===== src/rtl/score_pkg.sv =====
// Shared state encoding and default sizing for the score tracker.
package score_pkg;

  localparam int DEF_SCORE_W   = 8;
  localparam int DEF_SCORE_MAX = 99;
  localparam int DEF_MAX_LIVES = 3;
  localparam int DEF_LIVES_W   = 2;

  typedef enum logic [1:0] {
    IDLE  = 2'd0,
    PLAY  = 2'd1,
    CHECK = 2'd2,
    OVER  = 2'd3
  } state_t;

endpackage


===== src/rtl/sat_counter.sv =====
// Score register: clears on request, counts up by one and sticks at SCORE_MAX.
module sat_counter
  import score_pkg::*;
#(
  parameter int SCORE_W   = DEF_SCORE_W,
  parameter int SCORE_MAX = DEF_SCORE_MAX
) (
  input  logic               clk,
  input  logic               rst,
  input  logic               clear,
  input  logic               inc,
  output logic [SCORE_W-1:0] value
);

  always_ff @(posedge clk) begin
    if (!rst) begin
      value <= '0;
    end else if (clear) begin
      value <= '0;
    end else if (inc && (value != SCORE_W'(SCORE_MAX))) begin
      value <= value + SCORE_W'(1);
    end
  end

endmodule


===== src/rtl/score_tracker.sv =====
// Tracks score and lives for one game and emits a single end-of-game pulse:
// newHighScore_s when the final score beats the stored best, died_s otherwise.
module score_tracker
  import score_pkg::*;
#(
  parameter int SCORE_W   = DEF_SCORE_W,
  parameter int SCORE_MAX = DEF_SCORE_MAX,
  parameter int MAX_LIVES = DEF_MAX_LIVES,
  parameter int LIVES_W   = DEF_LIVES_W
) (
  input  logic               clk,
  input  logic               rst,
  input  logic               startGame_s,
  input  logic               hit_s,
  input  logic               miss_s,
  output logic [SCORE_W-1:0] score,
  output logic [SCORE_W-1:0] highScore,
  output logic [LIVES_W-1:0] lives,
  output logic               playing_s,
  output logic               newHighScore_s,
  output logic               died_s
);

  state_t             state, state_next;
  logic [LIVES_W-1:0] lives_next;
  logic [SCORE_W-1:0] high_next;
  logic               new_high_next;
  logic               died_next;
  logic               score_clear;
  logic               score_inc;

  sat_counter #(
    .SCORE_W   (SCORE_W),
    .SCORE_MAX (SCORE_MAX)
  ) u_score (
    .clk   (clk),
    .rst   (rst),
    .clear (score_clear),
    .inc   (score_inc),
    .value (score)
  );

  always_comb begin
    state_next    = state;
    lives_next    = lives;
    high_next     = highScore;
    new_high_next = 1'b0;
    died_next     = 1'b0;
    score_clear   = 1'b0;
    score_inc     = 1'b0;
    unique case (state)
      IDLE, OVER: begin
        if (startGame_s) begin
          state_next  = PLAY;
          score_clear = 1'b1;
          lives_next  = LIVES_W'(MAX_LIVES);
        end
      end
      PLAY: begin
        // A restart wins over any hit/miss arriving in the same cycle.
        if (startGame_s) begin
          score_clear = 1'b1;
          lives_next  = LIVES_W'(MAX_LIVES);
        end else begin
          score_inc = hit_s;
          if (miss_s) begin
            lives_next = lives - LIVES_W'(1);
            if (lives == LIVES_W'(1)) begin
              state_next = CHECK;
            end
          end
        end
      end
      CHECK: begin
        state_next = OVER;
        if (score > highScore) begin
          high_next     = score;
          new_high_next = 1'b1;
        end else begin
          died_next = 1'b1;
        end
      end
      default: state_next = IDLE;
    endcase
  end

  always_ff @(posedge clk) begin
    if (!rst) begin
      state          <= IDLE;
      lives          <= '0;
      highScore      <= '0;
      playing_s      <= 1'b0;
      newHighScore_s <= 1'b0;
      died_s         <= 1'b0;
    end else begin
      state          <= state_next;
      lives          <= lives_next;
      highScore      <= high_next;
      playing_s      <= (state_next == PLAY);
      newHighScore_s <= new_high_next;
      died_s         <= died_next;
    end
  end

endmodule


===== config.mk =====
export PLATFORM = sky130hd
export DESIGN_NAME = score_tracker
export DESIGN_NICKNAME = d
export VERILOG_FILES = /design/src/rtl/score_pkg.sv /design/src/rtl/sat_counter.sv /design/src/rtl/score_tracker.sv
export SDC_FILE = /design/constraint.sdc
export NUM_CORES = 1
export LEC_CHECK = 0
export CAP_MARGIN = 15
export CORE_ASPECT_RATIO = 1.1
export CORE_UTILIZATION = 53
export CTS_CLUSTER_DIAMETER = 80
export DETAILED_ROUTE_END_ITERATION = 8
export HOLD_SLACK_MARGIN = 0.06
export PLACE_DENSITY = 0.83
export SYNTH_ARGS = -nofsm -noshare
export SYNTH_HDL_FRONTEND = slang
export SYNTH_SLANG_ARGS = --single-unit
export TNS_END_PERCENT = 50

===== constraint.sdc =====
create_clock -name clk -period 3.2 [get_ports clk]
set_input_delay 0.8 -clock clk [delete_from_list [all_inputs] [get_ports clk]]
set_output_delay 0.8 -clock clk [all_outputs]
set_load 0.01 [all_outputs]

==> out/results.ini, run 1 <==
[timing]
rsz0062_at_grt = false
relSlewSlack_pct = 57.9
final_max_slew_viol_count = 0
period_minus_slack_ns = 2.21
clock_skew_ns = 0.0117
hold_viol_final = 0
period_share_pct = 69.0
tns_ns = 0
tightest_slew_ns = 0.628
fmax_mhz = 453
setup_viol = 0

[cells_and_area]
diodes = 0
nNetsFinal = 189
final_common_cell = clkdlybuf4s50_1
final_cell_mix = 25 x clkdlybuf4s50_1, 24 x nand2_1, 23 x dfxtp_1, 14 x inv_1, 13 x nor2_1
drive_above_1_share_pct = 5.26
design_area_mm2 = 0.00155
area_delta_synth_final_pct = 25.3
fillers = 152

[clocking]
cts_setup_buffers = 0
cts_resized = 0
cts_tree = done
root_buffer = clkbuf_4
cts_max_level = 1
cts_hold_buf = 0
clock_latency_ns = 0.32
cts_made_buffers = 3
cts.clk_slew.worst_paths_ns = 0.13
clock_sinks = 23
clockBufferDepth = 2

[floorplanning]
start_util_pct = 58.7
num_io_pins = 26
die_w_um = 48.0
std_cell_rows = 17
die_area_mm2 = 0.00253
core-area_mm2 = 0.00211
die_y_um = 52.7

[critical_path]
startpoint_type = flip-flop
worstPathMaxFanout = 7
cpPeakStageDelay_ns = 0.59
required_ns = 2.40
crit_type = reg2out
crit_buf_inv = 1
crit_family = buffers and inverters
cpMaxStageDelayCell = clkdlybuf4s50_1
cp.arrival_ns = 1.41
path_cells = clkdlybuf4s50_1
endpoint_kind = primary output

[detailed_routing]
vias = 1065
post_drt_wl_per_cell_um = 12.2
first_pass_iters = 4
wl_um = 2430
final_antenna_net_count = 0
drc = 0
drt-initial-drc-count = 34
viasPerCell = 5.35

[place]
post-dp-hpwl_um = 1850
port_buffers = 25
placed_cell_area_mm2 = 0.00152
place_congestion = 0.828

[job]
drv_cap = 0

[min_path]
min_path_type = reg2reg

[outcome]
status = finished clean

[logic_synthesis]
seq_area_frac_synth_pct = 37.2
synth_nets = 160
syn_area_mm2 = 0.00124
ys_types = 29
synth_area_leaders = dfxtp_1 37%, ha_1 12%, mux2i_1 8.1%
syn_avg_cell_area_um2 = 8.64
synth_cells = 143
yosysTopAreaCellShare_pct = 37.2
ys_warn_count = 0
synth_area_leader_cell = dfxtp_1
ys_ff_latch = 23

[pwr]
ir_worst_vdd_uv = 283
p_leak_nw = 0.643
finalPower_mw = 0.499
power.density_mw_per_mm2 = 322

[global_routing]
grt_pass1_wl_um = 4160
grt_usage_pct = 23.5
grt_max_degree = 16
grt_overflow = 0
antenna_found_initial = 0
grt_pass1_vias = 970

==> cell usage after synthesis <==
library cell / count
o211ai_1: 2
xnor2_1: 1
a31oi_4: 1
o21ai_0: 5
nand2_1: 24
o31ai_1: 1
xor2_1: 5
mux2i_1: 10
o22ai_1: 2
or3_1: 1
o211a_1: 1
clkbuf_1: 2
ha_1: 12
a21oi_1: 5
nand4_2: 2
and3_4: 1
nor2b_1: 4
nor2_1: 13
inv_1: 14
a31oi_1: 2
nand3_1: 3
and4b_1: 1
and2_1: 2
or2_0: 1
or4_1: 1
dfxtp_1: 23
and3_1: 2
a41oi_1: 1
o21ai_1: 1
==> cell families after synthesis <==
family	count (synthesis)	synth area share, %
compound gates	21	11.5
xor+xnor	6	4.25
fa+ha+maj	12	12.1
buf+inv	16	4.86
flops	23	37.2
mux	10	8.10
simple gates	55	21.9
==> power breakdown <==
| part | switching (mW) | leakage, nW | internal [mW] |
|---|---|---|---|
| clock network | 0.0902 | 0.0177 | 0.0469 |
| logic | 0.0331 | 0.439 | 0.0304 |
| registers | 0.00515 | 0.186 | 0.294 |
| total | 0.128 | 0.643 | 0.371 |
==> area by class of cell <==
cell class	instances	area, um2	share of cell area (%)
repair buffers	26	258	16.6
well taps	28	35.0	2.26
multi-input cells	104	716	46.2
clock buffers	3	22.5	1.45
flip-flops and latches	23	460	29.7
clock inverters	1	5.00	0.323
inverters	14	52.6	3.39
==> sequential cells by signal, summed over array words and instances (netlist names) <==
register / count
highScore: 8
died_s: 1
newHighScore_s: 1
playing_s: 1
u_score.value: 8
state: 2
lives: 2
==> stage by stage <==
step	setup WS [ns]	hold WS (ns)	util [%]	cells
2_1_floorplan	1.34	0.492	-	143
5_1_grt	0.906	0.506	73.6	199
4_1_cts	0.997	0.492	73.6	199
3_5_place_dp	0.706	0.475	72.3	195
6_report	0.992	0.485	73.6	199
3_3_place_gp	0.759	0.458	72.3	195
==> layer usage <==
layer  track usage (%)  share of wire (%)  vias up  wire length [um]
met2              36.3                 48       21              1160
li1                  -                  -      542                 -
met4              10.2                1.7        0                42
met5                 0                  0        -                 0
met1              31.4                 48      497              1160
met3              3.45                2.7        5                66
==> final timing paths <==
check | from | cells past startpoint | end | slack, ns
setup / recovery | u_score.value[5] | 1 | score[5] | 0.99
hold reg to reg | highScore[2] | 2 | highScore[2] | 0.49
setup reg to reg | u_score.value[0] | 7 | highScore[6] | 1.17
hold / removal | highScore[2] | 2 | highScore[2] | 0.49
No activity file was read; power rests on OpenSTA's default activity.
==> inputs of run 2 (changes only) <==
Settings changed: CORE_UTILIZATION 53 to 45, PLACE_DENSITY 0.83 to 0.75.
Clock period 3.2 ns to 1.8 ns, I/O delays scaled along.
==> run 2 against run 1 <==
Net effect:
- the flow now finishes with violations (negative setup slack)
- die area is 17% higher
- largest power group unchanged
- wire length grew 41%
- flip-flop and latch count unchanged
- utilization is 0.52 points higher
- largest cell class unchanged
- power is 80% higher
- sequential power grew 77%
- first-iteration DRC count is 56% higher
- clock power increased by 74%
- hold slack improved by 0.013 ns
- critical path type is now reg2reg
- clock skew fell by 0.0051 ns
- combinational power rose by 110%
==> out/results.ini, run 2 (synthesis gave the netlist of run 1 again) <==
[pwr]
p_sw_mw = 0.227  ; +77%
p_comb_share_pct = 14.7  ; +2.0 points
sw_frac_of_total_pct = 25.2  ; -0.49 points
seqPwrFrac_pct = 58.8  ; -1.0 points
p_int_mw = 0.672  ; +81%
clkPwrFrac_pct = 26.5  ; -1.0 points
p_leak_nw = 0.845  ; +31%
power.density_mw_per_mm2 = 477  ; +48%
ir_worst_vdd_uv = 587  ; +110%

[critical_path]
required_ns = 2.04  ; -0.36 ns
cpPeakStageDelay_ns = 0.36  ; -0.23 ns
crit_type = reg2reg
cpMaxStageDelayCell = dfxtp_2
worstReg2RegStart = highScore[7]
r2r_slack_ns = -0.03  ; -1.20 ns
rr_endpoint = highScore[2]
ff2ff_path_depth = 8  ; +1
cp.arrival_ns = 2.07  ; +0.66 ns
startpoint_type = flip-flop
endpoint_kind = flip-flop
path_cells = inv_2 > ha_4 > nand4_4 > or2_1 > and3_4 > a31oi_4 > buf_12 > mux2i_1
worstPathMaxFanout = 8  ; +1

[detailed_routing]
drc = 0  ; unchanged
first_pass_iters = 4  ; unchanged
post_drt_wl_per_cell_um = 15.2  ; +24%
wl_um = 3430  ; +41%
drt-initial-drc-count = 53  ; +56%
vias = 1208  ; +13%
final_antenna_net_count = 0  ; unchanged
viasPerCell = 5.35  ; -0.12%

[clocking]
cts_max_level = 1  ; unchanged
cts.clk_slew.worst_paths_ns = 0.13  ; about the same
clock_sinks = 23  ; unchanged
cts_made_buffers = 3  ; unchanged
root_buffer = clkbuf_4
clockBufferDepth = 2  ; unchanged
clock_latency_ns = 0.31  ; about the same
cts_tree = done

[timing]
fmax_mhz = 547
final_max_slew_viol_count = 0  ; unchanged
tightest_slew_ns = 0.322  ; -0.306 ns
relSlewSlack_pct = 78.3  ; +20 points
clock_skew_ns = 0.00664  ; -0.00509 ns
finalWorstSetupSlack_ns = -0.0294  ; -1.02 ns
period_minus_slack_ns = 1.83
hold_viol_final = 0  ; unchanged
fin_hold_ws_ns = 0.498  ; +0.0126 ns
period_share_pct = 102
rsz0062_at_grt = true
setup_viol = 8  ; +8

[cells_and_area]
final_cell_mix = 24 x nand2_1, 24 x buf_4, 18 x clkdlybuf4s50_1, 13 x nor2_1, 13 x dfxtp_2
fillers = 174  ; +14%
reg_top3 = highScore: 8 flops, u_score.value: 8 flops
drive_above_1_share_pct = 31.3  ; +26 points
fin_cells = 226  ; +14%
diodes = 0  ; unchanged
nNetsFinal = 213  ; +13%
area_delta_synth_final_pct = 52.4

[global_routing]
grt_pass1_wl_um = 5080  ; +22%
antenna_found_initial = 0  ; unchanged
grt_max_degree = 15  ; -1
grt_usage_pct = 22.8  ; -0.62 points
grt_overflow = 0  ; unchanged
grt_pass1_vias = 1156  ; +19%

[place]
placedCellCount = 216  ; +11%
place_congestion = 0.825  ; -0.35%
preCtsSetupSlack_ns = -0.150  ; -0.856 ns
port_buffers = 25  ; unchanged
post-dp-hpwl_um = 2190  ; +18%

[min_path]
worstHoldEndpoint = highScore[2]
min_path_type = reg2reg
hp-start = highScore[2]
holdPathStages = 2  ; unchanged

[floorplanning]
num_io_pins = 26  ; unchanged
die_y_um = 57.0  ; +8.2%
core-area_mm2 = 0.00254  ; +21%
die_w_um = 52.0  ; +8.2%
start_util_pct = 48.6  ; -10 points
std_cell_rows = 19  ; +2
die_area_mm2 = 0.00296  ; +17%

[outcome]
violations = negative setup slack
status = complete, but fails checks

[job]
drv_cap = 0  ; unchanged

## run 2: cell count changes in the layout (fill, tap and decap cells not counted), moves of 7 or more
| cell | delta |
|---|---|
| clkdlybuf4s50_1 | -7 |
| buf_4 | +23 |
| dfxtp_1 | -14 |
| ha_4 | +8 |
| ha_1 | -8 |
| dfxtp_2 | +13 |
## run 2: stage by stage
step | total power, mW | utilization (%) | area [um2] | setup TNS [ns]
detailed placement | 0.671 | 66.6 | 1690 | -0.471
finish | 0.899 | 74.1 | 1880 | -0.137
global route | 0.937 | 74.1 | 1880 | -1.22
floorplan | 0.609 | - | 1260 | 0
global placement | 0.664 | 66.6 | 1690 | -0.196
CTS | 0.899 | 71.9 | 1830 | -0.0136
## run 2: worst max-delay path by stage
stage,to,cells after the start,start
6_report,highScore[2],8,highScore[7]
2_1_floorplan,highScore[1],6,u_score.value[2]
3_5_place_dp,u_score.value[7],6,startGame_s
5_1_grt,highScore[2],8,highScore[1]
4_1_cts,highScore[2],8,highScore[7]
3_3_place_gp,u_score.value[7],6,startGame_s
## run 2: routing by layer
| layer | routed length [um] | track usage [%] | part of all wire (%) |
|---|---|---|---|
| met1 | 1490 | 28.1 | 44 |
| met2 | 1770 | 40.3 | 52 |
| met3 | 103 | 2.40 | 3.0 |
| met4 | 60 | 8.11 | 1.8 |
| met5 | 0 | 0 | 0 |
## run 2: critical path: cells and delay by family (launching register included)
kind	cells	cell delay, ns
buffers and inverters	2	0.21
AOI/OAI and AO/OA	1	0.16
muxes	1	0.19
adders and majority gates	1	0.29
and+or+nand+nor	3	0.56
DFF	1	0.36
## run 2: repair_timing
item | in CTS | in global routing
pin swaps | 3 | 8
hold buffers | 0 | 0
setup endpoints to repair | 12 | 10
setup buffers | 5 | 1
resized for setup | 21 | 12
## run 2: power by group through the flow
stage | combinational, mW | sequential (mW) | clock [mW]
after detailed placement | 0.129 | 0.542 | 0
final | 0.132 | 0.529 | 0.238
after floorplan | 0.0634 | 0.546 | 0
after global placement | 0.123 | 0.541 | 0
after CTS | 0.131 | 0.530 | 0.238
after global routing | 0.144 | 0.530 | 0.263
## run 2: cell type report
| class | instances | area [um2] | area share (%) |
|---|---|---|---|
| Timing Repair Buffer | 50 | 445 | 23.6 |
| Clock buffer | 4 | 26.3 | 1.39 |
| Multi-Input combinational cell | 104 | 841 | 44.6 |
| Sequential cell | 23 | 480 | 25.5 |
| Inverter | 14 | 52.6 | 2.79 |
| Tap cell | 31 | 38.8 | 2.06 |
